[src/rtl/sram_bist_pkg.sv]
// Shared types for the March C- SRAM BIST: FSM states, element index, element descriptors, backgrounds.
// Pure declarations; no logic or timing of its own.
package sram_bist_pkg;

  typedef enum logic [2:0] {
    IDLE,
    WR,
    RD,
    WAIT,
    DONE
  } bist_state_t;

  typedef logic [2:0] elem_idx_t;

  localparam elem_idx_t LAST_ELEM = 3'd5;

  typedef struct packed {
    logic down;    // address order: 1 = N-1 -> 0
    logic has_rd;
    logic rd_bg;   // expected background: 0 = B0, 1 = B1
    logic has_wr;
    logic wr_bg;
  } elem_desc_t;

  // March C-: E0 up(w0) E1 up(r0,w1) E2 up(r1,w0) E3 down(r0,w1) E4 down(r1,w0) E5 up(r0)
  localparam elem_desc_t [5:0] MARCH_C = {
    elem_desc_t'{down: 1'b0, has_rd: 1'b1, rd_bg: 1'b0, has_wr: 1'b0, wr_bg: 1'b0},
    elem_desc_t'{down: 1'b1, has_rd: 1'b1, rd_bg: 1'b1, has_wr: 1'b1, wr_bg: 1'b0},
    elem_desc_t'{down: 1'b1, has_rd: 1'b1, rd_bg: 1'b0, has_wr: 1'b1, wr_bg: 1'b1},
    elem_desc_t'{down: 1'b0, has_rd: 1'b1, rd_bg: 1'b1, has_wr: 1'b1, wr_bg: 1'b0},
    elem_desc_t'{down: 1'b0, has_rd: 1'b1, rd_bg: 1'b0, has_wr: 1'b1, wr_bg: 1'b1},
    elem_desc_t'{down: 1'b0, has_rd: 1'b0, rd_bg: 1'b0, has_wr: 1'b1, wr_bg: 1'b0}
  };

  localparam int MAX_DATA_W = 64;

  function automatic logic [MAX_DATA_W-1:0] bg_b0(input int unsigned width);
    logic [MAX_DATA_W-1:0] w;
    w = '0;
    for (int unsigned i = 0; i < MAX_DATA_W; i++) begin
      if (i < width) w[i] = 1'b0;
    end
    return w;
  endfunction

  function automatic logic [MAX_DATA_W-1:0] bg_b1(input int unsigned width);
    logic [MAX_DATA_W-1:0] w;
    w = '0;
    for (int unsigned i = 0; i < MAX_DATA_W; i++) begin
      if (i < width) w[i] = 1'b1;
    end
    return w;
  endfunction

endpackage

[src/rtl/sram_bist_addr_gen.sv]
// Up/down March address counter with load-start, step and last-address flag.
// Registered count, addr_nxt is the combinational next value; no backpressure.
module sram_bist_addr_gen
  import sram_bist_pkg::*;
#(
  parameter int ADDR_W = 2
) (
  input  logic              Clk,
  input  logic              Rst,
  input  logic              load,
  input  logic              down,
  input  logic              step,
  output logic [ADDR_W-1:0] addr,
  output logic [ADDR_W-1:0] addr_nxt,
  output logic              last
);

  logic dir_down;

  // load wins over step; the direction is captured on load and held for the element
  always_comb begin
    addr_nxt = addr;
    if (load) begin
      addr_nxt = down ? '1 : '0;
    end else if (step) begin
      addr_nxt = dir_down ? addr - ADDR_W'(1) : addr + ADDR_W'(1);
    end
  end

  assign last = dir_down ? (addr == '0) : (addr == '1);

  always_ff @(posedge Clk) begin
    if (Rst) begin
      addr     <= '0;
      dir_down <= 1'b0;
    end else begin
      addr <= addr_nxt;
      if (load) dir_down <= down;
    end
  end

endmodule

[src/rtl/sram_bist_ctrl.sv]
// March C- BIST controller driving the SRAM pins; SRAM_BIST_DIAG_EN adds fail capture and abort-on-first-fail.
// Busy for N+5N(1+READ_LAT) cycles, all outputs registered; no backpressure, start ignored while busy.
module sram_bist_ctrl
  import sram_bist_pkg::*;
#(
  parameter int ADDR_W   = 2,
  parameter int DATA_W   = 4,
  parameter int READ_LAT = 1
) (
  input  logic              Clk,
  input  logic              Rst,
  input  logic              start,
  output logic              busy,
  output logic              done,
  output logic              pass,
  output logic [DATA_W-1:0] sram_din,
  output logic [ADDR_W-1:0] sram_addr,
  output logic              sram_cs,
  output logic              sram_we,
  output logic              sram_rd,
  input  logic [DATA_W-1:0] sram_q,
  output logic [ADDR_W-1:0] fail_addr,
  output logic [2:0]        fail_elem,
  output logic [DATA_W-1:0] fail_data,
  output logic [DATA_W-1:0] fail_exp
);

  localparam logic [MAX_DATA_W-1:0] B0_FULL = bg_b0(DATA_W);
  localparam logic [MAX_DATA_W-1:0] B1_FULL = bg_b1(DATA_W);
  localparam logic [DATA_W-1:0]     B0      = B0_FULL[DATA_W-1:0];
  localparam logic [DATA_W-1:0]     B1      = B1_FULL[DATA_W-1:0];

  // WAIT lengths: before a write the compare lands in WR, so one cycle fewer
  localparam logic [1:0] WAIT_WR = (READ_LAT > 1) ? 2'(READ_LAT - 2) : 2'd0;
  localparam logic [1:0] WAIT_RO = 2'(READ_LAT - 1);

  bist_state_t       state, state_nxt;
  elem_idx_t         elem, elem_nxt, elem_inc;
  logic [1:0]        wcnt, wcnt_nxt;
  logic              ag_load, ag_down, ag_step, ag_last;
  logic [ADDR_W-1:0] ag_addr, ag_addr_nxt;
  logic [READ_LAT-1:0] rd_pipe;
  logic [READ_LAT:0]   pipe_ext;
  logic              cmp_now, mismatch, op_done, run_start, pass_flag;
  logic [DATA_W-1:0] exp_bg;

  sram_bist_addr_gen #(.ADDR_W(ADDR_W)) u_addr_gen (
    .Clk      (Clk),
    .Rst      (Rst),
    .load     (ag_load),
    .down     (ag_down),
    .step     (ag_step),
    .addr     (ag_addr),
    .addr_nxt (ag_addr_nxt),
    .last     (ag_last)
  );

  // rd_pipe[READ_LAT-1] marks the cycle in which sram_q answers the read
  assign pipe_ext = {rd_pipe, sram_rd};
  assign cmp_now  = rd_pipe[READ_LAT-1];
  assign exp_bg   = MARCH_C[elem].rd_bg ? B1 : B0;
  assign mismatch = cmp_now && (sram_q != exp_bg);
  assign elem_inc = elem + 3'd1;

  always_comb begin
    state_nxt = state;
    elem_nxt  = elem;
    wcnt_nxt  = wcnt;
    ag_load   = 1'b0;
    ag_down   = 1'b0;
    ag_step   = 1'b0;
    op_done   = 1'b0;
    run_start = 1'b0;

    case (state)
      IDLE, DONE: begin
        if (start) begin
          state_nxt = WR;
          elem_nxt  = '0;
          ag_load   = 1'b1;
          ag_down   = MARCH_C[0].down;
          run_start = 1'b1;
        end
      end
      WR: op_done = 1'b1;
      RD: begin
        if (MARCH_C[elem].has_wr && READ_LAT == 1) begin
          state_nxt = WR;
        end else begin
          state_nxt = WAIT;
          wcnt_nxt  = MARCH_C[elem].has_wr ? WAIT_WR : WAIT_RO;
        end
      end
      WAIT: begin
        if (wcnt == 2'd0) begin
          if (MARCH_C[elem].has_wr) state_nxt = WR;
          else                      op_done   = 1'b1;
        end else begin
          wcnt_nxt = wcnt - 2'd1;
        end
      end
      default: state_nxt = IDLE;
    endcase

    // last op at this address is finished: step address, move to next element, or finish
    if (op_done) begin
      if (ag_last) begin
        if (elem == LAST_ELEM) begin
          state_nxt = DONE;
        end else begin
          elem_nxt  = elem_inc;
          ag_load   = 1'b1;
          ag_down   = MARCH_C[elem_inc].down;
          state_nxt = MARCH_C[elem_inc].has_rd ? RD : WR;
        end
      end else begin
        ag_step   = 1'b1;
        state_nxt = MARCH_C[elem].has_rd ? RD : WR;
      end
    end

`ifdef SRAM_BIST_DIAG_EN
    if (mismatch) begin
      state_nxt = DONE;
      elem_nxt  = elem;
      ag_load   = 1'b0;
      ag_step   = 1'b0;
    end
`endif
  end

  always_ff @(posedge Clk) begin
    if (Rst) begin
      state     <= IDLE;
      elem      <= '0;
      wcnt      <= '0;
      busy      <= 1'b0;
      done      <= 1'b0;
      pass      <= 1'b0;
      pass_flag <= 1'b0;
      sram_cs   <= 1'b0;
      sram_we   <= 1'b0;
      sram_rd   <= 1'b0;
      sram_din  <= '0;
      sram_addr <= '0;
      rd_pipe   <= '0;
    end else begin
      state     <= state_nxt;
      elem      <= elem_nxt;
      wcnt      <= wcnt_nxt;
      busy      <= (state_nxt == WR) || (state_nxt == RD) || (state_nxt == WAIT);
      done      <= (state_nxt == DONE);
      sram_cs   <= (state_nxt == WR) || (state_nxt == RD);
      sram_we   <= (state_nxt == WR);
      sram_rd   <= (state_nxt == RD);
      sram_din  <= ((state_nxt == WR) && MARCH_C[elem_nxt].wr_bg) ? B1 : B0;
      sram_addr <= ((state_nxt == WR) || (state_nxt == RD)) ? ag_addr_nxt : '0;
      rd_pipe   <= pipe_ext[READ_LAT-1:0];

      if (run_start)     pass_flag <= 1'b1;
      else if (mismatch) pass_flag <= 1'b0;

      if (run_start) begin
        pass <= 1'b0;
      end else if ((state_nxt == DONE) && (state != DONE)) begin
        pass <= pass_flag && !mismatch;
      end
    end
  end

`ifdef SRAM_BIST_DIAG_EN
  // pass_flag still set means this is the first mismatch of the run
  always_ff @(posedge Clk) begin
    if (Rst || run_start) begin
      fail_addr <= '0;
      fail_elem <= '0;
      fail_data <= '0;
      fail_exp  <= '0;
    end else if (mismatch && pass_flag) begin
      fail_addr <= ag_addr;
      fail_elem <= elem;
      fail_data <= sram_q;
      fail_exp  <= exp_bg;
    end
  end
`else
  logic unused_ag_addr;
  assign unused_ag_addr = ^ag_addr;
  assign fail_addr = '0;
  assign fail_elem = '0;
  assign fail_data = '0;
  assign fail_exp  = '0;
`endif

endmodule

[config.mk]
export PLATFORM = sky130hd
export DESIGN_NAME = sram_bist_ctrl
export DESIGN_NICKNAME = d
export VERILOG_FILES = /design/src/rtl/sram_bist_pkg.sv /design/src/rtl/sram_bist_addr_gen.sv /design/src/rtl/sram_bist_ctrl.sv
export SDC_FILE = /design/constraint.sdc
export NUM_CORES = 1
export LEC_CHECK = 0
export CORE_MARGIN = 3
export CORE_UTILIZATION = 44
export CTS_CLUSTER_SIZE = 16
export DETAILED_ROUTE_END_ITERATION = 10
export GPL_ROUTABILITY_DRIVEN = 0
export PLACE_DENSITY = 0.73
export SLEW_MARGIN = 20
export SYNTH_ARGS = -nofsm -noshare
export SYNTH_HDL_FRONTEND = slang
export SYNTH_SLANG_ARGS = --single-unit
[constraint.sdc]
create_clock -name Clk -period 1.69 [get_ports Clk]
set_input_delay 0.169 -clock Clk [delete_from_list [all_inputs] [get_ports Clk]]
set_output_delay 0.169 -clock Clk [all_outputs]
set_load 0.02 [all_outputs]
==> flow_summary.rst <==
.. list-table::
   :header-rows: 1

   * - Metric
     - Value
   * - Mapped Area
     - 0.00134 sq mm
   * - Adder-cell share of the synthesized area
     - 4.66%
   * - Final-report setup violation count
     - 1
   * - Cell count after synthesis
     - 154
   * - Data arrival at the endpoint of the critical path
     - 1960 ps
   * - Setup repair after global routing missed its margin
     - true
   * - Dominant combinational cell family by area after synthesis
     - simple AND/OR/NAND/NOR gates
   * - Port buffer count
     - 18
   * - Leading cell type in the layout, fill and taps excluded
     - sky130_fd_sc_hd__buf_4
   * - Effective utilization at floorplan
     - 47.5%
   * - Largest net degree at the start of global routing
     - 15
   * - Worst path top cell family by delay
     - simple AND/OR/NAND/NOR gates
   * - Total leakage power
     - 0.761 nW
   * - Total wirelength of the detailed-routed design
     - 2.99 mm
   * - Register area share after synthesis
     - 37.2%
   * - Final setup slack of the worst path
     - -51.1 ps
   * - Final number of max-transition violations
     - 0
   * - Kind of critical path
     - reg -> reg
   * - Area of all sequential standard cells
     - 505 sq um
   * - Crit-path max cell delay
     - 370 ps
   * - Upper clock frequency limit
     - 574 MHz
   * - Number of antenna violations at the first check in global routing
     - 0
   * - Sequential cell fraction of total power
     - 57.9%
   * - CP cell instances
     - inv_2 -> ha_4 -> nor2b_4 -> o221a_4 -> nand2_4 -> mux2_4 -> or3_1
   * - Synthesized-area fraction occupied by xor and xnor cells
     - 0.652%
   * - Post-synth cell types
     - 41
   * - Final HPWL DP
     - 2.36 mm
   * - CTS hold repair buffers
     - 0
   * - Summed negative setup slack over all endpoints
     - -51.1 ps
   * - DR iter-0 viols
     - 42
   * - Clock tree sinks
     - 25
   * - WL/cell
     - 13.2 um
   * - Maximum capacitance violations
     - 0
   * - Share of async-settable or async-resettable flops after synthesis
     - 0%
   * - Fraction of layout instances using a drive strength above 1
     - 28.6%
   * - Cell Area, Placed
     - 0.00170 sq mm
   * - Mean instance size in the synthesized netlist
     - 8.73 sq um
   * - Drt via density
     - 5.25
   * - Chip Width
     - 61.3 um
   * - Largest voltage drop on the vdd net
     - 378 uV
   * - Power density over the cells
     - 591 mW/mm^2
   * - Layout overhead on the synthesized area
     - 32.6%
   * - Antenna viol nets, final
     - 0
   * - Number of global-route vias before repair
     - 1,127
   * - Critical path peak fanout
     - 5
   * - Clock latency at the later pin of the worst-skew pair
     - 320 ps
   * - Hold WC Path Type
     - reg -> reg
   * - Wire length of the first global-routing pass
     - 4.76 mm
   * - Int Power
     - 0.770 mW
   * - Die Footprint
     - 0.00375 sq mm
   * - Simple-gate area share of the yosys netlist
     - 22.5%
   * - Proportion of power drawn by the clock network
     - 25.7%
   * - Row count
     - 19
   * - WP data required
     - 1910 ps
   * - Synthesized flop and latch total
     - 25
   * - Fillers
     - 239
   * - Time the final worst path needs with I/O delays and setup
     - 1740 ps
   * - Final worst-path cycle share
     - 103%
   * - Share of the synthesized area in compound gates (AO/OA/AOI/OAI)
     - 15.2%
   * - DR vias
     - 1,191
   * - Detailed-route DRC error count
     - 0
   * - Area of combinational cells with multiple inputs
     - 786 sq um
   * - Type of destination of the critical path
     - flip-flop
   * - Crit-path slowest cell
     - sky130_fd_sc_hd__dfxtp_2
   * - GRT Util Overall
     - 16.9%
   * - Combinational fraction of design power
     - 16.4%
   * - Initial DRT Pass Iterations
     - 4
   * - Total congestion overflow after global routing
     - 0
   * - Max Buffers Root-to-Sink
     - 2
   * - Most used cells in the layout excluding fill and tap cells
     - 28 x sky130_fd_sc_hd__buf_4, 21 x sky130_fd_sc_hd__dfxtp_1, 19 x sky130_fd_sc_hd__nor2_1
   * - Clock tree root buffer cell
     - sky130_fd_sc_hd__clkbuf_4
   * - Setup Skew
     - 5.31 ps
   * - Post-CTS clock slew at the launch and capture registers of the worst setup and hold paths
     - 130 ps
   * - Violations in the final reports
     - negative setup slack
   * - Ys Warns
     - 0
   * - Switching share of total power
     - 26.9%
   * - Final design instance area without fill
     - 0.00178 sq mm
   * - DIE HEIGHT
     - 61.3 um
   * - CTS tree
     - built
   * - Buf/Inv on CP
     - 1
   * - Clock H-tree levels
     - 1
   * - Reported net switching power
     - 0.283 mW
   * - TritonCTS buffer count
     - 3
   * - Number of enable flip-flop cells after synthesis
     - 0
   * - Core Area
     - 0.00283 sq mm
   * - Synth Flop Type
     - sky130_fd_sc_hd__dfxtp_1
   * - Final-report hold violation count
     - 0
   * - Launching element type of the critical path
     - flip-flop
   * - Final-stage net count
     - 209
   * - Antenna diode count
     - 0
   * - Multiplexer share of the synthesized area
     - 6.80%
   * - Number of top-level design ports
     - 32
   * - Status
     - finished, violations left
-- through the flow --
step | power [mW] | hold WS [ps] | cells | util [%] | worst slack (ps)
after global placement | 0.789 | 460 | 223 | 60.2 | -24.5
after detailed placement | 0.792 | 462 | 223 | 60.2 | -82.2
after CTS | 1.05 | 480 | 226 | 61.5 | -56.9
after global routing | 1.09 | 496 | 227 | 63.0 | -115
final | 1.05 | 476 | 227 | 63.0 | -51.1
after floorplan | 0.738 | 372 | 166 | - | -24.8
-- kinds of logic (layout without fill, tap and decap cells) --
logic type	Yosys count	in the layout
AND/OR/NAND/NOR	55	55
AO/OA/AOI/OAI	30	30
buffers and inverters	29	59
flip-flops	25	25
multiplexers	8	8
adder cells (fa/ha/maj)	5	5
other	1	13
XOR/XNOR	1	1
-- flip-flops by register name, indices dropped and copies added, names as in the netlist, named ones only --
register             flops
busy                     1
cmp_now                  1
done                     1
elem                     3
exp_bg                   1
pass                     1
pass_flag                1
sram_addr                2
sram_cs                  1
sram_din                 1
sram_rd                  1
sram_we                  1
state                    3
u_addr_gen.addr          2
u_addr_gen.dir_down      1
wcnt                     2
-- final cells by class --
class,count,area share [%]
timing repair buffer,46,21.9
tap,31,2.18
inverter,9,1.90
clock inverter,1,0.281
multi-input combinational,112,44.1
clock buffer,3,1.26
sequential,25,28.4
-- cell usage after synthesis, types with 2 or more instances --
cell type,n,area (sq um)
sky130_fd_sc_hd__mux2i_1,5,50.1
sky130_fd_sc_hd__o21ai_0,4,20.0
sky130_fd_sc_hd__ha_1,5,62.6
sky130_fd_sc_hd__mux2_4,2,30.0
sky130_fd_sc_hd__a31oi_1,6,37.5
sky130_fd_sc_hd__nor2_1,19,71.3
sky130_fd_sc_hd__nor2b_1,4,25.0
sky130_fd_sc_hd__nand2_1,9,33.8
sky130_fd_sc_hd__clkbuf_1,2,7.51
sky130_fd_sc_hd__nand2b_1,2,12.5
sky130_fd_sc_hd__nor3b_1,3,22.5
sky130_fd_sc_hd__buf_4,16,120
sky130_fd_sc_hd__inv_1,9,33.8
sky130_fd_sc_hd__a21oi_1,11,55.1
sky130_fd_sc_hd__a211oi_1,2,15.0
sky130_fd_sc_hd__nand3b_1,2,15.0
sky130_fd_sc_hd__dfxtp_1,25,500
sky130_fd_sc_hd__nor3_1,5,25.0
-- worst reg2reg max path, cell delays in order, from the launching register on --
cell,delay (ps)
sky130_fd_sc_hd__dfxtp_2,370
sky130_fd_sc_hd__inv_2,40
sky130_fd_sc_hd__ha_4,150
sky130_fd_sc_hd__nor2b_4,120
sky130_fd_sc_hd__o221a_4,250
sky130_fd_sc_hd__nand2_4,100
sky130_fd_sc_hd__mux2_4,310
sky130_fd_sc_hd__or3_1,300
-- layer usage --
metal / part of all wire [%] / track usage [%] / vias up
met4: 1.3 / 6.19 / 0
met3: 5.7 / 2.52 / 5
met5: 0 / 0 / -
met2: 50 / 30.5 / 42
li1: - / - / 581
met1: 43 / 20.0 / 563
-- power groups by stage --
stage                     Combinational [mW]  Clock [mW]  Sequential [mW]
after CTS                              0.170       0.274            0.609
final                                  0.172       0.270            0.610
after global placement                 0.168           0            0.621
after detailed placement               0.169           0            0.622
after global routing                   0.187       0.295            0.612
after floorplan                        0.106           0            0.632
-- path summary, 6_finish.rpt --
path,cells past startpoint,start,to,slack (ps)
setup reg to reg,7,wcnt[0]$_SDFFE_PP0P_,flip-flop,-50
hold reg to reg,1,sram_rd$_SDFF_PP0_,cmp_now$_SDFF_PP0_,480
hold / removal,1,sram_rd$_SDFF_PP0_,cmp_now$_SDFF_PP0_,480
setup / recovery,7,wcnt[0]$_SDFFE_PP0P_,flip-flop,-50
-- timing repair --
| item | in CTS | in global routing |
|---|---|---|
| resized for setup | 5 | 8 |
| cloned | 0 | 0 |
| setup endpoints to repair | 7 | 15 |
| setup buffers | 0 | 1 |
| pin swaps | 2 | 0 |
Power figures use the tool's default switching activity.
